### config.mk
export PLATFORM = sky130hd
export DESIGN_NAME = difftest_step_arbiter
export DESIGN_NICKNAME = d
export VERILOG_FILES = /design/src/rtl/difftest_step_arbiter.sv
export SDC_FILE = /design/constraint.sdc
export NUM_CORES = 1
export LEC_CHECK = 0
export ABC_AREA = 1
export BUFFER_PORTS_ARGS = -buffer_cell sky130_fd_sc_hd__buf_2
export CORE_MARGIN = 2
export CORE_UTILIZATION = 54
export DETAILED_ROUTE_END_ITERATION = 12
export GPL_ROUTABILITY_DRIVEN = 0
export PLACE_DENSITY_LB_ADDON = 0.08
export SLEW_MARGIN = 20
export SYNTH_ARGS = -nofsm -noshare
export SYNTH_HDL_FRONTEND = slang
export SYNTH_SLANG_ARGS = --single-unit
### constraint.sdc
create_clock -name clock -period 2.55 [get_ports clock]
set_input_delay 0.1275 -clock clock [delete_from_list [all_inputs] [get_ports clock]]
set_output_delay 0.1275 -clock clock [all_outputs]
set_load 0.1 [all_outputs]
### src/rtl/difftest_step_arbiter.sv
// Round-robin arbiter that shares one simulator step channel among NUM_CORES difftest cores.
// Optional response watchdog is enabled by defining DIFFTEST_STEP_ARB_TIMEOUT_EN.
module difftest_step_arbiter #(
    parameter int unsigned NUM_CORES      = 2,
    parameter int unsigned STEP_WIDTH     = 8,
    parameter int unsigned ACC_WIDTH      = 16,
    parameter int unsigned TIMEOUT_CYCLES = 100000,
    localparam int unsigned CoreW         = (NUM_CORES > 1) ? $clog2(NUM_CORES) : 1
) (
    input  logic                            clock,
    input  logic                            reset,
    input  logic [NUM_CORES*STEP_WIDTH-1:0] core_step,
    output logic                            req_valid,
    input  logic                            req_ready,
    output logic [CoreW-1:0]                req_core,
    output logic [STEP_WIDTH-1:0]           req_nstep,
    input  logic                            rsp_valid,
    input  logic [7:0]                      rsp_result,
    output logic [NUM_CORES-1:0]            core_done,
    output logic [7:0]                      sim_result,
    output logic                            all_done,
    output logic [NUM_CORES-1:0]            overflow,
    output logic                            timeout
);

    localparam int unsigned AccPad = ACC_WIDTH + 1 - STEP_WIDTH;
    localparam logic [ACC_WIDTH-1:0] StepMax = ACC_WIDTH'({STEP_WIDTH{1'b1}});
    localparam logic [7:0] ResRunning = 8'd0;
    localparam logic [7:0] ResGood    = 8'd1;
    localparam logic [7:0] ResExceed  = 8'd2;
    localparam logic [7:0] ResFail    = 8'd3;
    localparam logic [7:0] ResWarmup  = 8'd4;

    typedef enum logic [1:0] {StIdle, StIssue, StWait} state_e;

    state_e                 state_q;
    logic [ACC_WIDTH-1:0]   acc_q [NUM_CORES];
    logic [ACC_WIDTH-1:0]   acc_d [NUM_CORES];
    logic [NUM_CORES-1:0]   ovf_set;
    logic [NUM_CORES-1:0]   overflow_q;
    logic [NUM_CORES-1:0]   core_done_q;
    logic [NUM_CORES-1:0]   elig;
    logic [NUM_CORES-1:0]   done_set;
    logic [CoreW-1:0]       ptr_q;
    logic [CoreW-1:0]       ptr_next;
    logic [CoreW-1:0]       req_core_q;
    logic [STEP_WIDTH-1:0]  req_nstep_q;
    logic                   req_valid_q;
    logic [7:0]             sim_result_q;
    logic                   all_done_q;
    logic                   timeout_q;
    logic                   done_rsp;
    logic                   sel_found;
    logic [CoreW-1:0]       sel_idx;
    logic [ACC_WIDTH-1:0]   sel_acc;
    logic [STEP_WIDTH-1:0]  sel_nstep;
    logic [STEP_WIDTH-1:0]  step_i;
    logic [STEP_WIDTH-1:0]  issued_i;
    logic [ACC_WIDTH:0]     sum_i;
    int                     idx;

`ifdef DIFFTEST_STEP_ARB_TIMEOUT_EN
    localparam int unsigned TmoW = $clog2(TIMEOUT_CYCLES + 1);
    logic [TmoW-1:0] tmo_cnt_q;
`else
    logic unused_timeout_cfg;
    assign unused_timeout_cfg = ^TIMEOUT_CYCLES;
`endif

    assign done_rsp = (state_q == StWait) && rsp_valid &&
                      ((rsp_result == ResGood) || (rsp_result == ResExceed));
    assign done_set = NUM_CORES'(1) << req_core_q;

    // Accumulators: new steps in, accepted steps out, saturating at ACC_WIDTH.
    always_comb begin
        ovf_set  = '0;
        step_i   = '0;
        issued_i = '0;
        sum_i    = '0;
        for (int i = 0; i < NUM_CORES; i++) begin
            step_i   = core_done_q[i] ? '0 : core_step[i*STEP_WIDTH +: STEP_WIDTH];
            issued_i = (req_valid_q && req_ready && (req_core_q == CoreW'(i))) ?
                       req_nstep_q : '0;
            sum_i    = {1'b0, acc_q[i]} + {{AccPad{1'b0}}, step_i}
                       - {{AccPad{1'b0}}, issued_i};
            if (done_rsp && (req_core_q == CoreW'(i))) begin
                acc_d[i] = '0;
            end else if (sum_i[ACC_WIDTH]) begin
                acc_d[i]   = '1;
                ovf_set[i] = 1'b1;
            end else begin
                acc_d[i] = sum_i[ACC_WIDTH-1:0];
            end
        end
    end

    // Round-robin pick: first eligible core at or after the pointer.
    always_comb begin
        sel_found = 1'b0;
        sel_idx   = '0;
        idx       = 0;
        for (int i = 0; i < NUM_CORES; i++) begin
            elig[i] = (acc_q[i] != '0) && !core_done_q[i] && (sim_result_q != ResFail);
        end
        for (int k = 0; k < NUM_CORES; k++) begin
            idx = int'(ptr_q) + k;
            if (idx >= int'(NUM_CORES)) idx = idx - int'(NUM_CORES);
            if (!sel_found && elig[idx]) begin
                sel_found = 1'b1;
                sel_idx   = CoreW'(idx);
            end
        end
        sel_acc   = acc_q[sel_idx];
        sel_nstep = (sel_acc > StepMax) ? '1 : sel_acc[STEP_WIDTH-1:0];
        ptr_next  = (req_core_q == CoreW'(NUM_CORES - 1)) ? '0 : req_core_q + 1'b1;
    end

    always_ff @(posedge clock or posedge reset) begin
        if (reset) begin
            state_q      <= StIdle;
            for (int i = 0; i < NUM_CORES; i++) acc_q[i] <= '0;
            overflow_q   <= '0;
            core_done_q  <= '0;
            ptr_q        <= '0;
            req_core_q   <= '0;
            req_nstep_q  <= '0;
            req_valid_q  <= 1'b0;
            sim_result_q <= '0;
            all_done_q   <= 1'b0;
            timeout_q    <= 1'b0;
`ifdef DIFFTEST_STEP_ARB_TIMEOUT_EN
            tmo_cnt_q    <= '0;
`endif
        end else begin
            for (int i = 0; i < NUM_CORES; i++) acc_q[i] <= acc_d[i];
            overflow_q   <= overflow_q | ovf_set;
            all_done_q   <= 1'b0;
            sim_result_q <= (sim_result_q == ResFail) ? ResFail : ResRunning;
            unique case (state_q)
                StIdle: begin
                    if (sel_found) begin
                        req_core_q  <= sel_idx;
                        req_nstep_q <= sel_nstep;
                        req_valid_q <= 1'b1;
                        state_q     <= StIssue;
                    end
                end
                StIssue: begin
                    if (req_ready) begin
                        req_valid_q <= 1'b0;
                        ptr_q       <= ptr_next;
                        state_q     <= StWait;
`ifdef DIFFTEST_STEP_ARB_TIMEOUT_EN
                        tmo_cnt_q   <= '0;
`endif
                    end
                end
                StWait: begin
                    if (rsp_valid) begin
                        state_q <= StIdle;
                        if (rsp_result == ResFail) begin
                            sim_result_q <= ResFail;
                        end else if (done_rsp) begin
                            core_done_q <= core_done_q | done_set;
                            all_done_q  <= &(core_done_q | done_set);
                            if (sim_result_q != ResFail) sim_result_q <= rsp_result;
                        end else if (rsp_result == ResWarmup) begin
                            sim_result_q <= ResWarmup;
                        end
`ifdef DIFFTEST_STEP_ARB_TIMEOUT_EN
                    end else if (tmo_cnt_q == TmoW'(TIMEOUT_CYCLES - 1)) begin
                        timeout_q    <= 1'b1;
                        sim_result_q <= ResFail;
                        state_q      <= StIdle;
                    end else begin
                        tmo_cnt_q <= tmo_cnt_q + 1'b1;
`endif
                    end
                end
                default: state_q <= StIdle;
            endcase
        end
    end

    assign req_valid  = req_valid_q;
    assign req_core   = req_core_q;
    assign req_nstep  = req_nstep_q;
    assign core_done  = core_done_q;
    assign sim_result = sim_result_q;
    assign all_done   = all_done_q;
    assign overflow   = overflow_q;
    assign timeout    = timeout_q;

endmodule

Yosys cells after proc, flatten, opt, wreduce, memory -nomap -nowiden
Index checks and enable logic that the tools add are counted.
Widths: inputs -> output; s select.
{ "word_totals": {"regBits": 58, "latch_bits": 0, "mem_bits_rw": 0, "mem_bits_ro": 0, "n_memories": 0} }
{ "classes": {"addsub": 8, "mul": 0, "div": 0, "n_lt_le_gt_ge": 6, "n_eq_ne": 11, "shift": 1, "mux": 47, "bitwise": 5, "n_reduce_logical": 26} }
{ "op_table": {"columns": ["cell", "n"], "rows": [
  ["$mux 16", 7],
  ["$mux 8", 10],
  ["$lt 32x3->1 const B", 2],
  ["$mux 32", 2],
  ["$add 16x8->17", 2],
  ["$sub 17x8->17", 2],
  ["$reduce_bool 16->1", 2],
  ["$eq 8x2->1 const B", 3],
  ["$mux 1", 21],
  ["$gt 16x8->1 const B", 1],
  ["$logic_and 1x1->1", 12],
  ["$eq 8x1->1 const B", 1],
  ["$eq 8x3->1 const B", 1],
  ["$mux 2", 4],
  ["$ne 8x2->1 const B", 1],
  ["$ne 2x2->1 const B", 3],
  ["$pmux 2 s3", 1],
  ["$reduce_and 2->1", 3],
  ["$reduce_and 3->1", 2],
  ["$ge 2x2->1 const B", 2],
  ["$or 2x2->2", 2],
  ["$reduce_and 4->1", 1],
  ["$logic_not 1->1", 3],
  ["$mux 3", 1],
  ["14 further kinds", 15]
]} }

Depth between registers and ports, before layout
Gate-level depths: netlist (run 1).
{ "logic_depth": {"ltp_word": 16, "mapped_depth": 18, "ltp_nobuf": 17} }

Worst setup path before layout (run 1)
OpenSTA, ideal clock, no wires.
{ "synth_timing": {"kind": "register to register", "startpoint": "reg req_core_q (netlist: req_core)", "endpoint": "reg acc_q[27] (netlist bit)", "setup_time_ns": 0.117, "arrival_ns": 3.347, "t_required_ns": 2.433, "path_slack_ns": -0.913, "stages_incl_launch_ff": 18, "n_path_buf": 1, "period_less_slack_ns": 3.463, "path_cell_list": "dfrtp_1 > inv_1 > nand3_1 > nor2_1 > fa_1 > inv_1 > fa_1 > nand2_1 > nand3_1 > nand3_1 > nand2_2 > nand3_2 > nand2_1 > nand2_1 > nand2_2 > nand2_4 > buf_6 > nand2_1"} }
{ "synth_rtl": {"columns": ["element", "line_no", "text"], "rows": [
  ["start, declared", "46", "logic [CoreW-1:0] req_core_q;"],
  ["start signal, assigned", "142", "req_core_q <= sel_idx;"],
  ["end, declared", "37", "logic [ACC_WIDTH-1:0] acc_q [NUM_CORES];"]
]} }

==> results of run 1 <==
## synth_stat cells, types with 5 or more instances
cell / instances
xor2_1: 15
ha_1: 42
nand2_1: 208
buf_6: 5
dfrtp_1: 58
nor2_1: 83
nand3_1: 39
nand2_2: 5
o21ai_0: 29
inv_1: 129
a21oi_1: 34
fa_1: 16
nor4_1: 5
## sequential cells by signal, summed over array words and instances, names as in the netlist, 2 cells and up
name,cells
acc_q,32
req_nstep,8
sim_result,8
core_done,2
overflow,2
state_q,2
## final cells by class
cell class	instances	share of cell area, %
tap	108	2.12
inverter	133	7.99
multi-input combinational	511	55.3
clock buffer	11	2.22
timing repair buffer	88	8.50
clock inverter	5	0.864
sequential	58	23.0
## power by group
group	internal (mW)	switching, mW
clock network	0.474	0.367
logic	0.486	0.996
registers	0.980	0.0473
total	1.94	1.41
## stage by stage
step | hold slack, ps | instances | cell area [um2]
6_report | -11.5 | 914 | 6370
3_5_place_dp | 338 | 890 | 5600
3_3_place_gp | 329 | 890 | 5600
4_1_cts | 4.10 | 913 | 6030
2_1_floorplan | 224 | 708 | 5050
5_1_grt | 54.9 | 914 | 6370
## critical path, cell delays in order, from the launching register on
cell	delay, ps
dfrtp_2	440
inv_4	80
nand3_4	190
nor2_4	180
fa_1	430
inv_2	80
ha_4	210
nand2_4	90
inv_4	40
a21oi_4	150
nand2_4	80
nand3_4	70
nand2_2	50
nand2_2	80
nand2_4	110
nand2_8	140
o21ai_1	90
## routing by layer
metal / vias to the layer above / share of wire, % / GRT usage [%]
li1: 2360 / - / -
met1: 2168 / 46 / 36.2
met2: 113 / 48 / 43.5
met3: 22 / 4.4 / 4.57
met4: 0 / 1.5 / 7.06
met5: - / 0 / 0
## worst min-delay path by stage
stage | from | to | cells past startpoint
finish | reset | sim_result[4] | 3
global route | reset | acc_q[28] | 3
CTS | reset | sim_result[4] | 3
detailed placement | rsp_valid | state_q[1] | 2
global placement | rsp_valid | state_q[1] | 2
floorplan | rsp_valid | state_q[1] | 1
## what timing repair did
action | CTS | global route
gates cloned | 2 | 0
buffers inserted | 4 | 1
gates resized for setup | 47 | 95
hold endpoints to repair | 1 | 0
setup endpoints to repair | 33 | 34
pin swaps | 19 | 34
hold buffers | 1 | 0
## cell families (layout without fill, tap and decap cells)
family,after synthesis,count (layout)
other,1,6
and+or+nand+nor,356,358
adders and majority gates,58,58
DFF,58,58
AOI/OAI and AO/OA,70,70
buffers and inverters,141,237
xor gates and xnor gates,19,19
==> impl_metrics.json, run 1 <==
{
  "drive_above_1_share_pct": 32.4,
  "clk_latency_ps": 340,
  "cp_data_arrival_time_ps": 2830,
  "dp_hpwl_um": 9670,
  "synth_area_um2": 4890,
  "grt_max_degree": 59,
  "antenna_left": 0,
  "fmax_mhz": 382,
  "cts-htree-levels": 3,
  "core-area_um2": 8760,
  "drt_iter0_drc": 237,
  "synth-simple-area-share_pct": 30.2,
  "synth_edf_count": 0,
  "crit_end": "acc_q[19]",
  "max_slew_margin_pct": 51.2,
  "cts_tree": "built",
  "synth_ff_type": "dfrtp_1",
  "critPathLaunchType": "flip-flop",
  "p_leak_nw": 3.31,
  "via_count": 4663,
  "nets": 887,
  "violations": "negative hold slack, negative setup slack",
  "synth_largest_area_cell": "dfrtp_1",
  "io_pins": 52,
  "yosysUniqueCellTypes": 32,
  "hold_path_class": "primary input to async pin",
  "final_common_cell": "nand2_1",
  "rows": 34,
  "cap_viol_max_count": 0,
  "clkSlewWorstSetupHoldPaths_ps": 70,
  "synthXorXnorAreaFrac_pct": 3.41,
  "rrSetupSlack_ps": -70,
  "layout_common_cells": "nand2_1 (156), inv_1 (114), nor2_1 (67), nand2_2 (50), buf_2 (50)",
  "antennaDiodeCount": 0,
  "max-clock-path-buffers": 2,
  "r2r_end": "acc_q[19]",
  "die_w_um": 99.1,
  "drv_slew": 0,
  "reg2reg_depth": 16,
  "synth_top_family_by_area": "simple AND/OR/NAND/NOR gates",
  "fin_crit_ps": 2620,
  "rsz0062_at_grt": "yes",
  "synth_top_area_share_pct": 29.7,
  "via_per_inst": 5.10,
  "clock_sinks": 58,
  "worst_slack_ps": -67.1,
  "hold_viol": 9,
  "synthToLayoutAreaGrowth_pct": 30.4,
  "grt_pass1_wl_um": 20900,
  "crit_path_start": "req_core",
  "wl_per_cell_um": 13.9,
  "p_total_mw": 3.35,
  "async_flop_share_pct": 100,
  "pre_cts_ws_ps": -129,
  "fillCellCount": 705,
  "root_buffer": "clkbuf_8",
  "grt_pass1_vias": 4629,
  "holdWs_ps": -11.5,
  "synth.area.top_cells": "dfrtp_1 (30%), nand2_1 (16%), ha_1 (11%)",
  "ys_ff_latch": 58,
  "final_util_pct": 72.7,
  "multi_input_area_um2": 3520,
  "yosysSeqAreaShare_pct": 29.7,
  "initial_core_util_pct": 55.8,
  "syn_inst": 703,
  "antenna_found_initial": 0,
  "worstPathMaxFanout": 8,
  "numCtsBuffers": 9,
  "grt-ovfl-total": 0,
  "grtUsageTotal_pct": 26.4,
  "synth.avg_cell_area_um2": 6.95,
  "ir_worst_vdd_uv": 611,
  "synthMuxAreaShare_pct": 0,
  "post-route-period-util_pct": 103,
  "synth_compound_area_share_pct": 7.63,
  "crit_required_ps": 2770,
  "firstDrtPassIters": 5,
  "setup_violations": 31,
  "clock_skew_ps": 13.9,
  "drt-total-wl_um": 12700,
  "die_h_um": 99.1,
  "criticalPathCategory": "flip-flop to flip-flop",
  "worst_pin_slew_ps": 732,
  "outcome": "finished, violations left",
  "tns_ps": -690,
  "synth-adder-area-share_pct": 17.3,
  "seqCellArea_um2": 1470,
  "dieArea_um2": 9820,
  "io_buffers": 50,
  "rr_startpoint": "req_core",
  "endpoint_kind": "flip-flop",
  "ys.warnings.count": 1,
  "p_per_area_nw_per_um2": 526,
  "drc": 0
}
(Power assumes the default switching activity.)
==> inputs of run 2 (changes only) <==
==> constraint.sdc (replaced) <==
create_clock -name clock -period 2.55 [get_ports clock]
set_input_delay 0.3825 -clock clock [delete_from_list [all_inputs] [get_ports clock]]
set_output_delay 0.3825 -clock clock [all_outputs]
set_load 0.1 [all_outputs]
==> impl_metrics.json, run 2 (synthesis results as in run 1) <==
{
  "hold_path_class": "primary input to async pin",
  "post-route-period-util_pct": 103,
  "setup_violations": 22,
  "synthToLayoutAreaGrowth_pct": 30.4,
  "core-area_um2": 8760,
  "largest_reg_flops": 32,
  "drc": 0,
  "ir_worst_vdd_uv": 636,
  "top_usage_layer": "met2",
  "max-clock-path-buffers": 2,
  "rsz0062_at_grt": "yes",
  "violations": "negative setup slack",
  "final_util_pct": 72.7,
  "worst_pin_slew_ps": 645,
  "outcome": "finished, violations left",
  "clock_sinks": 58,
  "endpoint_kind": "flip-flop",
  "fillCellCount": 738,
  "nets": 892,
  "rows": 34,
  "grt_pass1_wl_um": 21700,
  "fmax_mhz": 382,
  "largest-register": "acc_q",
  "p_per_area_nw_per_um2": 519,
  "layout_common_cells": "nand2_1 (169), inv_1 (110), nor2_1 (62), buf_2 (50), dfrtp_1 (46)",
  "numCtsBuffers": 9,
  "dp_hpwl_um": 9840,
  "grtUsageMet1_pct": 37.6,
  "worstPathMaxFanout": 8,
  "hold_viol": 0,
  "crit_required_ps": 2830,
  "grtUsageTotal_pct": 27.5,
  "io_buffers": 50,
  "drive_above_1_share_pct": 32.6,
  "firstDrtPassIters": 5,
  "antenna_found_initial": 0,
  "multi_input_area_um2": 3480,
  "criticalPathCategory": "flip-flop to flip-flop",
  "cts-htree-levels": 3,
  "clkSlewWorstSetupHoldPaths_ps": 60,
  "pre_cts_ws_ps": -207,
  "die_h_um": 99.1,
  "die_w_um": 99.1,
  "cp_data_arrival_time_ps": 2900,
  "p_leak_nw": 3.34,
  "drt-total-wl_um": 13000,
  "antennaDiodeCount": 0,
  "clk_latency_ps": 340,
  "critPathLaunchType": "flip-flop",
  "via_per_inst": 5.15,
  "hold_buffers": 0,
  "drv_slew": 0,
  "fin_crit_ps": 2620,
  "initial_core_util_pct": 55.8,
  "grt-ovfl-total": 0,
  "max_slew_margin_pct": 56.9,
  "grt_pass1_vias": 4769,
  "grt_use_met2_pct": 45.1,
  "clock_skew_ps": 11.7,
  "via_count": 4730,
  "cap_viol_max_count": 0,
  "seqCellArea_um2": 1470,
  "io_pins": 52,
  "final_common_cell": "nand2_1",
  "cts_tree": "built",
  "wl_per_cell_um": 14.1,
  "grt_max_degree": 31,
  "dieArea_um2": 9820,
  "drt_iter0_drc": 216,
  "root_buffer": "clkbuf_8",
  "grtUsageMet3_pct": 5.34,
  "antenna_left": 0,
  "worst_slack_ps": -68.1
}
==> run 2: cell count changes in the layout (fill, tap and decap cells not counted), moves of 4 or more <==
| cell | delta |
|---|---|
| inv_1 | -4 |
| inv_2 | +5 |
| nand2_1 | +13 |
| nor2_1 | -5 |
| nor2_2 | +5 |
| nand2_2 | -10 |
==> run 2: critical path, stage by stage (launching register included) <==
cell and delay, ps:
dfrtp_2 450, nand3_4 140, buf_12 140, nor2_4 40
fa_1 520, inv_2 50, ha_4 290, nand2_4 70
nor2_2 120, nand3_2 90, nand2_4 90, nand3_4 70
nand2_2 70, nand2_2 60, nand2_4 150, nand2_8 100
nand2_2 100
==> run 2: timing repair <==
action                     4_1_cts  5_1_grt
buffers inserted                 4        2
pin swaps                       28       41
gates cloned                     2        0
gates resized for setup         52       83
setup endpoints to repair       34       34
==> run 2: layout make-up <==
class                           count  area share, %
Sequential cell                    58           23.0
Clock buffer                       13           2.49
Clock inverter                      3          0.236
Multi-Input combinational cell    511           54.6
Tap cell                          108           2.12
Inverter                          133           7.95
Timing Repair Buffer               93           9.56
==> run 2: stage by stage <==
step	hold WS (ps)	std cells	area [um2]	total power, mW	TNS (ps)
finish	125	919	6370	3.30	-919
global route	163	919	6370	3.54	-5450
CTS	133	917	6080	3.14	-633
detailed placement	447	895	5650	2.20	-5220
global placement	447	895	5650	2.18	-3830
floorplan	453	708	5050	1.99	-6370
==> run 2: worst paths after layout <==
| kind | from | to | slack [ps] | cells after the start |
|---|---|---|---|---|
| setup / recovery | req_valid | overflow[0] | -70 | 16 |
| hold / removal | reset | acc_q[29] | 120 | 2 |
| setup reg to reg | req_valid | overflow[0] | -70 | 16 |
| hold reg to reg | overflow[0] | overflow[0] | 460 | 2 |
| max in group asynchronous | reset | req_core | 1830 | 3 |
| min in group clock | rsp_valid | state_q[1] | 240 | 2 |
==> run 2: routing by layer <==
| metal | share of wire, % | vias to the layer above |
|---|---|---|
| li1 | - | 2371 |
| met3 | 4.5 | 16 |
| met2 | 48 | 122 |
| met1 | 47 | 2221 |
| met5 | 0 | - |
| met4 | 1.4 | 0 |
==> run 2: report_power, final <==
part           switching, mW  internal [mW]  total [mW]
clock network          0.363          0.401       0.764
logic                   1.00          0.510        1.51
registers             0.0476          0.981        1.03
==> inputs of run 3 (changes only) <==
- RECOVER_POWER: default -> 100
==> impl_metrics.json, run 3 (synthesis results as in run 1) <==
{
  "outcome": "finished, violations left",
  "violations": "negative setup slack",
  "endpoint_kind": "flip-flop",
  "nets": 892,
  "largest_reg_flops": 32,
  "initial_core_util_pct": 55.8,
  "hold_path_class": "primary input to flip-flop",
  "combPwrFrac_pct": 45.6,
  "p_total_mw": 3.30,
  "fillCellCount": 754,
  "drive_above_1_share_pct": 29.7,
  "drv_slew": 0,
  "drc": 0,
  "p_per_area_nw_per_um2": 521,
  "seqCellArea_um2": 1470,
  "root_buffer": "clkbuf_8",
  "dieArea_um2": 9820,
  "hold_viol": 0,
  "crit_required_ps": 2830,
  "fmax_mhz": 382,
  "setup_violations": 23,
  "instances_no_fill": 919,
  "via_per_inst": 5.18,
  "die_w_um": 99.1,
  "grt_max_degree": 31,
  "multi_input_area_um2": 3470,
  "synthToLayoutAreaGrowth_pct": 29.4,
  "post-route-period-util_pct": 103,
  "ir_worst_vdd_uv": 635,
  "antennaDiodeCount": 0,
  "power.internal_mw": 1.89,
  "seq_power_share_pct": 31.2,
  "clock_sinks": 58,
  "p_sw_share_pct": 42.8,
  "clock_skew_ps": 11.6,
  "switchingPower_mw": 1.41,
  "p_leak_nw": 3.26,
  "cts-htree-levels": 3,
  "numCtsBuffers": 9,
  "hold_path_depth": 2,
  "wl_per_cell_um": 14.1,
  "cap_viol_max_count": 0,
  "max_slew_margin_pct": 22.3,
  "clkSlewWorstSetupHoldPaths_ps": 60,
  "rsz0062_at_grt": "yes",
  "grt_pass1_wl_um": 21700,
  "largest-register": "acc_q",
  "drt-total-wl_um": 13000,
  "cts_tree": "built",
  "io_pins": 52,
  "grtUsageTotal_pct": 27.5,
  "worst_pin_slew_ps": 1170,
  "via_count": 4762,
  "dp_cells": 895,
  "rows": 34,
  "dp_hpwl_um": 9840,
  "drt_iter0_drc": 208,
  "cp_data_arrival_time_ps": 2890,
  "layout_common_cells": "nand2_1 (169), inv_1 (111), nor2_1 (62), dfrtp_1 (46), nand2_2 (40)",
  "critPathLaunchType": "flip-flop",
  "criticalPathCategory": "flip-flop to flip-flop",
  "grt_pass1_vias": 4769,
  "firstDrtPassIters": 5,
  "final_common_cell": "nand2_1",
  "io_buffers": 50,
  "max-clock-path-buffers": 2,
  "antenna_found_initial": 0,
  "reg2reg_depth": 16,
  "antenna_left": 0,
  "die_h_um": 99.1,
  "core-area_um2": 8760,
  "worst_slack_ps": -65.3,
  "worstPathMaxFanout": 8,
  "hold_buffers": 0,
  "grt-ovfl-total": 0,
  "fin_crit_ps": 2620,
  "clockPowerShare_pct": 23.2,
  "clk_latency_ps": 340
}
==> run 3: final timing paths <==
| path | startpoint | endpoint | slack, ps |
|---|---|---|---|
| max | req_valid | overflow[0] | -70 |
| max in group asynchronous | reset | core_done[1] | 870 |
| min | rsp_valid | state_q[1] | 250 |
| min in group asynchronous | reset | acc_q[29] | 310 |
| min reg2reg | overflow[0] | overflow[0] | 460 |
| max reg2reg | req_valid | overflow[0] | -70 |
==> run 3: layout make-up <==
| type | count | area share [%] |
|---|---|---|
| multi-input cells | 511 | 54.9 |
| flip-flops and latches | 58 | 23.2 |
| repair buffers | 93 | 8.98 |
| inverters | 133 | 8.01 |
| clock buffers | 13 | 2.51 |
| well taps | 108 | 2.14 |
| clock inverters | 3 | 0.237 |
==> run 3: power by group through the flow <==
stage / Sequential (mW) / Combinational, mW / Clock [mW]
2_1_floorplan: 1.07 / 0.915 / 0
6_report: 1.03 / 1.50 / 0.765
4_1_cts: 1.03 / 1.33 / 0.778
3_3_place_gp: 1.04 / 1.13 / 0
5_1_grt: 1.03 / 1.69 / 0.818
3_5_place_dp: 1.04 / 1.16 / 0
==> run 3: timing repair <==
item,4_1_cts,5_1_grt
gates cloned,2,0
gates resized for setup,52,83
pin swaps,28,41
buffers inserted,4,2
endpoints found under the setup margin,34,34
==> run 3: critical path, cell delays in order, from the launching register on <==
cell	delay (ps)
dfrtp_2	450
nand3_4	140
buf_12	140
nor2_4	40
fa_1	520
inv_2	50
ha_4	290
nand2_4	70
nor2_2	120
nand3_2	90
nand2_4	100
nand3_4	70
nand2_2	70
nand2_2	60
nand2_4	150
nand2_8	100
nand2_2	100
==> run 3: through the flow <==
stage               hold slack, ps  util (%)  setup TNS (ps)  instance area, um2  setup WS [ps]
floorplan                      453         -           -6370                5050           -236
global placement               447      64.4           -3830                5650           -185
detailed placement             447      64.4           -5220                5650           -207
CTS                            133      69.4            -633                6080          -48.1
global route                   231      72.2           -5450                6320           -183
finish                         249      72.2            -905                6320          -65.3
==> run 3: metal layers <==
metal	wire length [um]	GRT usage, %	vias up
met3	666	5.34	18
li1	-	-	2372
met1	5940	37.6	2239
met4	204	7.80	0
met2	6190	45.1	133
met5	0	0	-
